==> src/rtl/eeg_sram_port_sched_pkg.sv <==
// Shared constants and FSM encoding for the SRAM port scheduler and its
// read-response tag pipeline.
package eeg_sram_port_sched_pkg;

   localparam int DEF_N_REQ     = 4;
   localparam int DEF_AW        = 10;
   localparam int DEF_DW        = 32;
   localparam int DEF_RD_LAT    = 2;
   localparam int DEF_MAX_BURST = 16;

   localparam int RD_LAT_MIN = 1;
   localparam int RD_LAT_MAX = 4;

   typedef enum logic {
      IDLE  = 1'b0,
      BURST = 1'b1
   } sched_state_t;

endpackage

==> src/rtl/eeg_rsp_tag_pipe.sv <==
// Fixed-latency shift pipeline carrying a valid bit and the one-hot tag of the
// requester whose read beat is travelling through the SRAM.
module eeg_rsp_tag_pipe
   import eeg_sram_port_sched_pkg::*;
#(
   parameter int N_TAG  = DEF_N_REQ,
   parameter int RD_LAT = DEF_RD_LAT
) (
   input  logic             clk,
   input  logic             rst_n,
   input  logic             in_valid,
   input  logic [N_TAG-1:0] in_tag,
   output logic             out_valid,
   output logic [N_TAG-1:0] out_tag,
   output logic             any_valid
);

   localparam int DEPTH = (RD_LAT < RD_LAT_MIN) ? RD_LAT_MIN :
                          (RD_LAT > RD_LAT_MAX) ? RD_LAT_MAX : RD_LAT;

   logic [DEPTH-1:0] vld_q;
   logic [N_TAG-1:0] tag_q [DEPTH];

   // Reset drops every response still in flight.
   always_ff @(posedge clk or negedge rst_n) begin
      if (!rst_n) begin
         vld_q <= '0;
         for (int i = 0; i < DEPTH; i++) begin
            tag_q[i] <= '0;
         end
      end else begin
         vld_q[0] <= in_valid;
         tag_q[0] <= in_valid ? in_tag : '0;
         for (int i = 1; i < DEPTH; i++) begin
            vld_q[i] <= vld_q[i-1];
            tag_q[i] <= tag_q[i-1];
         end
      end
   end

   assign out_valid = vld_q[DEPTH-1];
   assign out_tag   = tag_q[DEPTH-1];
   assign any_valid = |vld_q;

endmodule

==> src/rtl/eeg_sram_port_sched.sv <==
// Round-robin scheduler sharing one single-port SRAM among N_REQ requesters,
// with locked bursts, forced release after MAX_BURST beats and tagged read returns.
module eeg_sram_port_sched
   import eeg_sram_port_sched_pkg::*;
#(
   parameter int N_REQ     = DEF_N_REQ,
   parameter int AW        = DEF_AW,
   parameter int DW        = DEF_DW,
   parameter int RD_LAT    = DEF_RD_LAT,
   parameter int MAX_BURST = DEF_MAX_BURST
) (
   input  logic                     clk,
   input  logic                     rst_n,
   input  logic [N_REQ-1:0]         req_valid,
   input  logic [N_REQ-1:0]         req_we,
   input  logic [N_REQ-1:0]         req_last,
   input  logic [N_REQ*AW-1:0]      req_addr,
   input  logic [N_REQ*DW-1:0]      req_wdata,
   output logic [N_REQ-1:0]         req_ready,
   output logic [N_REQ-1:0]         rsp_valid,
   output logic [DW-1:0]            rsp_rdata,
   output logic                     mem_en,
   output logic                     mem_we,
   output logic [AW-1:0]            mem_addr,
   output logic [DW-1:0]            mem_wdata,
   input  logic [DW-1:0]            mem_rdata,
   output logic [$clog2(N_REQ)-1:0] owner,
   output logic                     busy
);

   localparam int PW = $clog2(N_REQ);
   localparam int CW = $clog2(MAX_BURST + 1);

   sched_state_t   state, state_nxt;
   logic [PW-1:0]  ptr, ptr_nxt, owner_nxt;
   logic [CW-1:0]  beat_cnt, cnt_nxt, cnt_inc;
   logic [PW-1:0]  win, grant_idx;
   logic           win_found, grant_valid, accept, release_now;
   logic           pipe_valid, pipe_any;
   logic [N_REQ-1:0] pipe_tag;

   // Priority pair: lowest valid index at or above ptr wins, otherwise the
   // lowest valid index overall (wrap-around).
   always_comb begin
      win       = '0;
      win_found = 1'b0;
      for (int i = N_REQ - 1; i >= 0; i--) begin
         if (req_valid[i]) begin
            win       = PW'(i);
            win_found = 1'b1;
         end
      end
      for (int i = N_REQ - 1; i >= 0; i--) begin
         if (req_valid[i] && (i >= int'(ptr))) begin
            win = PW'(i);
         end
      end
   end

   assign grant_idx   = (state == BURST) ? owner : win;
   assign grant_valid = (state == BURST) ? req_valid[owner] : win_found;
   assign accept      = grant_valid & rst_n;
   assign cnt_inc     = beat_cnt + 1'b1;
   assign release_now = req_last[grant_idx] || (cnt_inc == CW'(MAX_BURST));

   always_comb begin
      req_ready = '0;
      if (accept) begin
         req_ready[grant_idx] = 1'b1;
      end
   end

   assign mem_en    = accept;
   assign mem_we    = accept & req_we[grant_idx];
   assign mem_addr  = accept ? req_addr[grant_idx*AW +: AW]  : '0;
   assign mem_wdata = accept ? req_wdata[grant_idx*DW +: DW] : '0;

   always_ff @(posedge clk or negedge rst_n) begin
      if (!rst_n) begin
         state    <= IDLE;
         ptr      <= '0;
         owner    <= '0;
         beat_cnt <= '0;
      end else begin
         state    <= state_nxt;
         ptr      <= ptr_nxt;
         owner    <= owner_nxt;
         beat_cnt <= cnt_nxt;
      end
   end

   // beat_cnt is zero in IDLE, so the same increment/limit test covers the
   // first beat of a burst and every later one.
   always_comb begin
      state_nxt = state;
      ptr_nxt   = ptr;
      owner_nxt = owner;
      cnt_nxt   = beat_cnt;
      if (accept) begin
         owner_nxt = grant_idx;
         if (release_now) begin
            state_nxt = IDLE;
            ptr_nxt   = (grant_idx == PW'(N_REQ - 1)) ? '0 : grant_idx + 1'b1;
            cnt_nxt   = '0;
         end else begin
            state_nxt = BURST;
            cnt_nxt   = cnt_inc;
         end
      end
   end

   eeg_rsp_tag_pipe #(
      .N_TAG  (N_REQ),
      .RD_LAT (RD_LAT)
   ) u_rsp_pipe (
      .clk       (clk),
      .rst_n     (rst_n),
      .in_valid  (accept & ~req_we[grant_idx]),
      .in_tag    (req_ready),
      .out_valid (pipe_valid),
      .out_tag   (pipe_tag),
      .any_valid (pipe_any)
   );

   assign rsp_valid = pipe_valid ? pipe_tag  : '0;
   assign rsp_rdata = pipe_valid ? mem_rdata : '0;
   assign busy      = (state == BURST) || pipe_any;

endmodule

==> config.mk <==
export PLATFORM = sky130hd
export DESIGN_NAME = eeg_sram_port_sched
export DESIGN_NICKNAME = d
export VERILOG_FILES = /design/src/rtl/eeg_sram_port_sched_pkg.sv /design/src/rtl/eeg_rsp_tag_pipe.sv /design/src/rtl/eeg_sram_port_sched.sv
export SDC_FILE = /design/constraint.sdc
export NUM_CORES = 1
export LEC_CHECK = 0
export BUFFER_PORTS_ARGS = -buffer_cell sky130_fd_sc_hd__buf_2
export CORE_AREA = 2 2 115 117
export DETAILED_ROUTE_END_ITERATION = 8
export DIE_AREA = 0 0 117 119
export PLACE_DENSITY = 0.57
export SLEW_MARGIN = 5
export SYNTH_ARGS = -nofsm -noshare
export SYNTH_HDL_FRONTEND = slang
export SYNTH_HIERARCHICAL = 1
export SYNTH_SLANG_ARGS = --single-unit
==> constraint.sdc <==
create_clock -name clk -period 3.5 [get_ports clk]
set_input_delay 0.175 -clock clk [delete_from_list [all_inputs] [get_ports clk]]
set_output_delay 0.175 -clock clk [all_outputs]
set_load 0.02 [all_outputs]
==> flow_metrics.tcl, run 1 <==
set metrics [dict create \
    synth_top_family_by_area "multiplexers" \
    ys_seq_elements 20 \
    worst-path-max-fanout 46 \
    fin_nets 837 \
    crit_required_ns 3.32 \
    worst_slew_pin_slew_ns 0.727 \
    grt_max_degree 49 \
    clkPwrFrac_pct 9.3 \
    grt_pass1_wl_um 16400 \
    criticalPathCategory "reg2out" \
    cts_buffers 3 \
    slowest_delay_ns 0.46 \
    synth_area_leaders "dfrtp_1, mux2_2, mux2i_1" \
    yosysTopAreaCellShare_pct 17.5 \
    cts.clk_slew.worst_paths_ns 0.06 \
    clk_path_buf_depth 2 \
    setup_viol 0 \
    avgSynthCellArea_sq_um 8.38 \
    core_sq_mm 0.0129 \
    hpwl_um 9200 \
    initial_core_util_pct 22.2 \
    pin_count 301 \
    grtUsageMet1_pct 17.0 \
    power_density_mw_per_mm2 745 \
    layout-drive-gt1-share_pct 58.6 \
    final-instance-count-excl-fill 795 \
    fp.dieArea_sq_mm 0.0139 \
    p_sw_mw 1.77 \
    rows 42 \
    worst_r2r_endpoint "ptr[1]" \
    r2r_start "state" \
    r2r_cells 7 \
    leakagePower_nw 2.46 \
    clk-insertion-delay-late_ns 0.25 \
    cts_tree "yes" \
    chipHeight_um 119 \
    num_vias 3591 \
    gp_congestion 0.811 \
    startpoint_type "register" \
    place_area_sq_mm 0.00446 \
    synth_xor_area_share_pct 0 \
    rsz0062_at_grt "no" \
    synthMuxAreaShare_pct 34.3 \
    reg2reg_slack_ns 0.91 \
    setup_tns_ns 0 \
    hold_violations 0 \
    synth_edf_count 0 \
    netlist_area_sq_mm 0.00286 \
    hold-path-cell-count 0 \
    fin_util_pct 35.5 \
    cts_sinks 20 \
    slew_viol_final 0 \
    place_inst 790 \
    critPathLaunch "state" \
    grt_use_met2_pct 27.4 \
    die_w_um 117 \
    syn_inst 341 \
    wl_um 11200 \
    holdPathEnd "u_rsp_pipe/out_tag[3]" \
    area_growth_pct 60.1 \
    finalCritPeriodShare_pct 80.4 \
    synth-adder-area-share_pct 1.31 \
    status "finished, final reports clean" \
    yosysUniqueCellTypes 40 \
    wl_per_cell_um 14.0 \
    antenna_cells 0 \
    cts-root-buf "clkbuf_16" \
    skew_ns 0.00366 \
    ys.flop_type "dfrtp_1" \
    internal_power_mw 1.64 \
    cts_resized 0 \
    slowest_stage "dfrtp_1" \
    seq_area_frac_synth_pct 17.5 \
    comb_power_share_pct 79.2 \
    cts_setup_buffers 0 \
    fin_total_pwr_mw 3.41 \
    peakVddDrop_mv 0.247 \
    overflow 0 \
    seq_power_share_pct 11.5 \
    met3_usage_pct 2.75 \
    drt-pass1-iter-count 4 \
    top_usage_layer "met2" \
    relSlewSlack_pct 51.5 \
    hold_path_class "reg2reg" \
    ys_warn_count 6 \
    htreeDepth 1 \
    grt_usage_pct 14.7 \
    arrival_ns 2.64 \
    drc_errors 0 \
    fmax_ghz 0.355 \
    worstHoldStart "u_rsp_pipe/tag_q[7]" \
    avgViaCountPerCell 4.52 \
    synth_compound_area_share_pct 17.3 \
    drtIter0Drc 87 \
    switching_share_pct 51.9 \
    synth_top_cell_by_area "dfrtp_1" \
    cp_cell_sequence "and2_4 > a211oi_2 > nor2_4 > buf_4 > mux2_2 > nor2_1 > a211oi_1 > buf_2" \
    port_buffers 300 \
    final_cell_area_sq_mm 0.00458 \
    drv_cap 0 \
    worst_setup_path_end_kind "primary output" \
    period_minus_slack_ns 2.81 \
    hold_buffers 1 \
    drtAntennaViolNets 0 \
    first_global_vias 3468 \
    synthesis.nets 558 \
    antenna_found_initial 0 \
    async_flop_share_pct 100 \
    synth-simple-area-share_pct 22.9 \
]
## cells in the mapped netlist, types with 3 or more instances
library cell,number
mux2i_1,47
nor2_1,47
and2_1,44
a211oi_1,43
mux2_2,42
dfrtp_1,20
nand2_1,12
clkbuf_1,10
buf_4,9
buf_1,7
nand2b_1,7
o21ai_0,5
nor3_1,4
o31ai_1,4
buf_2,3
buf_6,3
ha_1,3
## worst max-delay path, delay by kind of cell (launching register included)
| kind | cells | cell delay [ns] |
|---|---|---|
| AO/OA/AOI/OAI | 2 | 0.71 |
| multiplexers | 1 | 0.32 |
| buffers and inverters | 2 | 0.56 |
| flip-flops | 1 | 0.46 |
| AND/OR/NAND/NOR | 3 | 0.30 |
## registers in the layout, summed over array words and instances, names as in the netlist
register / count
u_rsp_pipe/out_tag: 4
u_rsp_pipe/vld_q: 2
owner: 2
u_rsp_pipe/tag_q: 4
beat_cnt: 5
ptr: 2
state: 1
## per-stage QoR
step           setup WS, ns  hold slack (ns)
6_report              0.685            0.345
3_5_place_dp          0.895            0.180
2_1_floorplan          1.22           -0.121
3_3_place_gp          0.997            0.176
5_1_grt               0.526            0.355
4_1_cts               0.715            0.348
## how the worst max path moves through the flow
stage,cells after the start,end
final,8,mem_addr[0]
after floorplan,7,mem_wdata[15]
after global placement,7,ptr[0]
after detailed placement,7,ptr[1]
after global routing,8,mem_wdata[26]
after CTS,8,mem_addr[0]
## metal layers
metal	routed length, um	vias up
met5	0	-
met2	5560	198
met1	4450	1588
met3	977	13
met4	169	0
li1	-	1792
## placed cells by master (no fill, tap or decap), types with 2 or more instances in the layout
cell | netlist | final
nor3_1 | 4 | 4
ha_1 | 3 | 3
a211oi_2 | 2 | 2
mux2_1 | 2 | 2
o2111ai_1 | 2 | 2
mux2_2 | 42 | 42
mux2i_1 | 47 | 47
o21ai_0 | 5 | 4
nor2b_1 | 2 | 2
o31ai_1 | 4 | 4
dfrtp_1 | 20 | 20
nor2_1 | 47 | 47
nand2_1 | 12 | 12
buf_2 | 3 | 300
a21oi_1 | 2 | 2
a211oi_1 | 43 | 43
buf_4 | 9 | 4
nand3_1 | 2 | 2
and2_1 | 44 | 44
nand2b_1 | 7 | 7
clkbuf_16 | 0 | 3
or2_2 | 2 | 2
o211ai_1 | 2 | 2
## logic make-up after synthesis
family | Yosys count
and+or+nand+nor | 127
muxes | 92
AOI/OAI and AO/OA | 64
buffers and inverters | 35
DFF | 20
adders and majority gates | 3
## power groups by stage
stage | Clock (mW) | Combinational [mW] | Sequential [mW]
2_1_floorplan | 0 | 2.05 | 0.366
3_3_place_gp | 0 | 2.68 | 0.390
3_5_place_dp | 0 | 2.72 | 0.399
4_1_cts | 0.322 | 2.73 | 0.395
5_1_grt | 0.334 | 2.94 | 0.408
6_report | 0.317 | 2.70 | 0.393
## area by class of cell
cell class / instances / area (sq um)
fillers: 1328 / 8300
well taps: 176 / 220
multi-input cells: 286 / 2180
clock buffers: 3 / 75.1
repair buffers: 306 / 1560
clock inverters: 1 / 30.0
inverters: 3 / 11.3
flip-flops and latches: 20 / 500
Power figures use the tool's default switching activity.
==> run 2: changes to the inputs <==
Settings changed: CORE_AREA 2 2 115 117 to 2 2 118 120, DIE_AREA 0 0 117 119 to 0 0 120 122.
Clock period 3.5 ns to 2.3 ns, I/O delays scaled along.
==> run 2 against run 1 <==
- the run now ends with setup timing left
- combinational power increased by 110%
- utilization increased by 3.8 points
- cell count increased by 3.8%
- total power increased by 97%
- global-route usage decreased by 0.071 points
- critical endpoint is now mem_wdata[31]
- largest cell class unchanged
- largest power group unchanged
==> flow_metrics.tcl, run 2 (synthesized netlist as in run 1, its figures left out) <==
set metrics [dict create \
    cts_buffers 3 \
    drtIter0Drc 75 \
    switching_share_pct 47.6 \
    seq_area_sq_um 502 \
    avgViaCountPerCell 4.56 \
    fmax_ghz 0.427 \
    antenna_found_initial 1 \
    setup_viol 15 \
    worst_setup_path_end_kind "primary output" \
    fin_total_pwr_mw 6.73 \
    reg2reg_slack_ns 0.09 \
    p_sw_mw 3.20 \
    drt-pass1-iter-count 4 \
    setup_tns_ns -0.251 \
    leakagePower_nw 2.75 \
    grt_max_degree 55 \
    finalCritPeriodShare_pct 102 \
    hpwl_um 9580 \
    cts.clk_slew.worst_paths_ns 0.06 \
    chipHeight_um 122 \
    grt_pass1_wl_um 17300 \
    violations "setup timing" \
    area_growth_pct 85.8 \
    layout_common_cells "buf_2, mux2i_1, and2_1" \
    slew_viol_final 0 \
    clk-insertion-delay-late_ns 0.25 \
    final_cell_area_sq_mm 0.00531 \
    status "finished, violations left" \
    pin_count 301 \
    power_density_mw_per_mm2 1270 \
    rows 43 \
    fin_nets 861 \
    wl_um 12700 \
    hold_violations 0 \
    rsz0062_at_grt "yes" \
    peakVddDrop_mv 0.578 \
    wl_per_cell_um 15.4 \
    cts_sinks 20 \
    fp.dieArea_sq_mm 0.0146 \
    drv_cap 0 \
    worst-path-max-fanout 9 \
    port_buffers 300 \
    arrival_ns 2.22 \
    seq_power_share_pct 8.9 \
    cts_tree "yes" \
    period_minus_slack_ns 2.34 \
    worst_slew_pin_slew_ns 0.731 \
    drtAntennaViolNets 0 \
    hold_path_class "in2reg" \
    core_sq_mm 0.0135 \
    first_global_vias 3380 \
    overflow 0 \
    largest_reg_flops 5 \
    gp_congestion 0.809 \
    htreeDepth 1 \
    place_area_sq_mm 0.00458 \
    r2r_cells 8 \
    layout-drive-gt1-share_pct 66.1 \
    relSlewSlack_pct 51.2 \
    num_vias 3763 \
    top_register "beat_cnt" \
    crit_required_ns 2.18 \
    hold-path-cell-count 4 \
    drc_errors 0 \
    clk_path_buf_depth 2 \
    fillers 1376 \
    grt_usage_pct 14.7 \
    fin_util_pct 39.3 \
    pre_cts_ws_ns 0.113 \
    criticalPathCategory "reg2out" \
    die_w_um 120 \
    skew_ns 0.00241 \
    startpoint_type "register" \
    cts-root-buf "clkbuf_16" \
    comb_power_share_pct 84.1 \
    multi_input_area_sq_mm 0.00242 \
    initial_core_util_pct 21.2 \
    setup_ws_ns -0.0394 \
    final_common_cell "buf_2" \
    internal_power_mw 3.52 \
    clkPwrFrac_pct 7.0 \
]
-- run 2: metal layers --
metal | GRT usage, % | up-vias | wire (um) | part of all wire [%]
met2 | 27.9 | 197 | 6640 | 52
met4 | 1.91 | 0 | 188 | 1.5
li1 | - | 1836 | - | -
met5 | 0 | - | 0 | 0
met3 | 2.95 | 10 | 1040 | 8.1
met1 | 17.3 | 1720 | 4880 | 38
-- run 2: repair_timing --
action	CTS	global route
gates cloned	1	6
hold buffers	1	0
setup buffers	5	3
setup endpoints to repair	41	46
resized for setup	16	77
pin swaps	11	27
hold endpoints to repair	20	0
-- run 2: power groups by stage --
stage	clock [mW]	sequential [mW]	combinational (mW)
floorplan	0	0.558	3.13
global placement	0	0.596	4.35
detailed placement	0	0.599	4.34
CTS	0.481	0.601	4.71
global route	0.496	0.619	6.03
finish	0.474	0.597	5.65
-- run 2: worst max-delay path, cell delays in order (launching register included) --
cell and delay (ns):
dfrtp_2 0.43, and2_4 0.19, a211oi_4 0.28, nor2_4 0.07, buf_12 0.16, buf_12 0.14
clkbuf_16 0.16, mux2i_1 0.13, a211oi_2 0.22, buf_4 0.18
-- run 2: stage by stage --
stage | hold WS (ns) | cells
after global placement | 0.152 | 804
after CTS | 0.314 | 815
after floorplan | -0.181 | 341
final | 0.314 | 825
after detailed placement | 0.155 | 804
after global routing | 0.324 | 824
-- run 2: worst paths after layout --
path,startpoint,to
setup / recovery,state,mem_wdata[31]
hold / removal,req_last[1],beat_cnt[2]
setup reg to reg,state,ptr[0]
hold reg to reg,u_rsp_pipe/tag_q[5],u_rsp_pipe/out_tag[1]
max in group asynchronous,rst_n,state
min in group asynchronous,rst_n,u_rsp_pipe/vld_q[0]
-- run 2: area by class of cell --
type	count	area share, %
Inverter	3	0.377
Tap cell	180	4.24
Clock inverter	1	0.566
Timing Repair Buffer	330	38.2
Antenna cell	2	0.0943
Sequential cell	20	9.45
Multi-Input combinational cell	286	45.7
Clock buffer	3	1.41
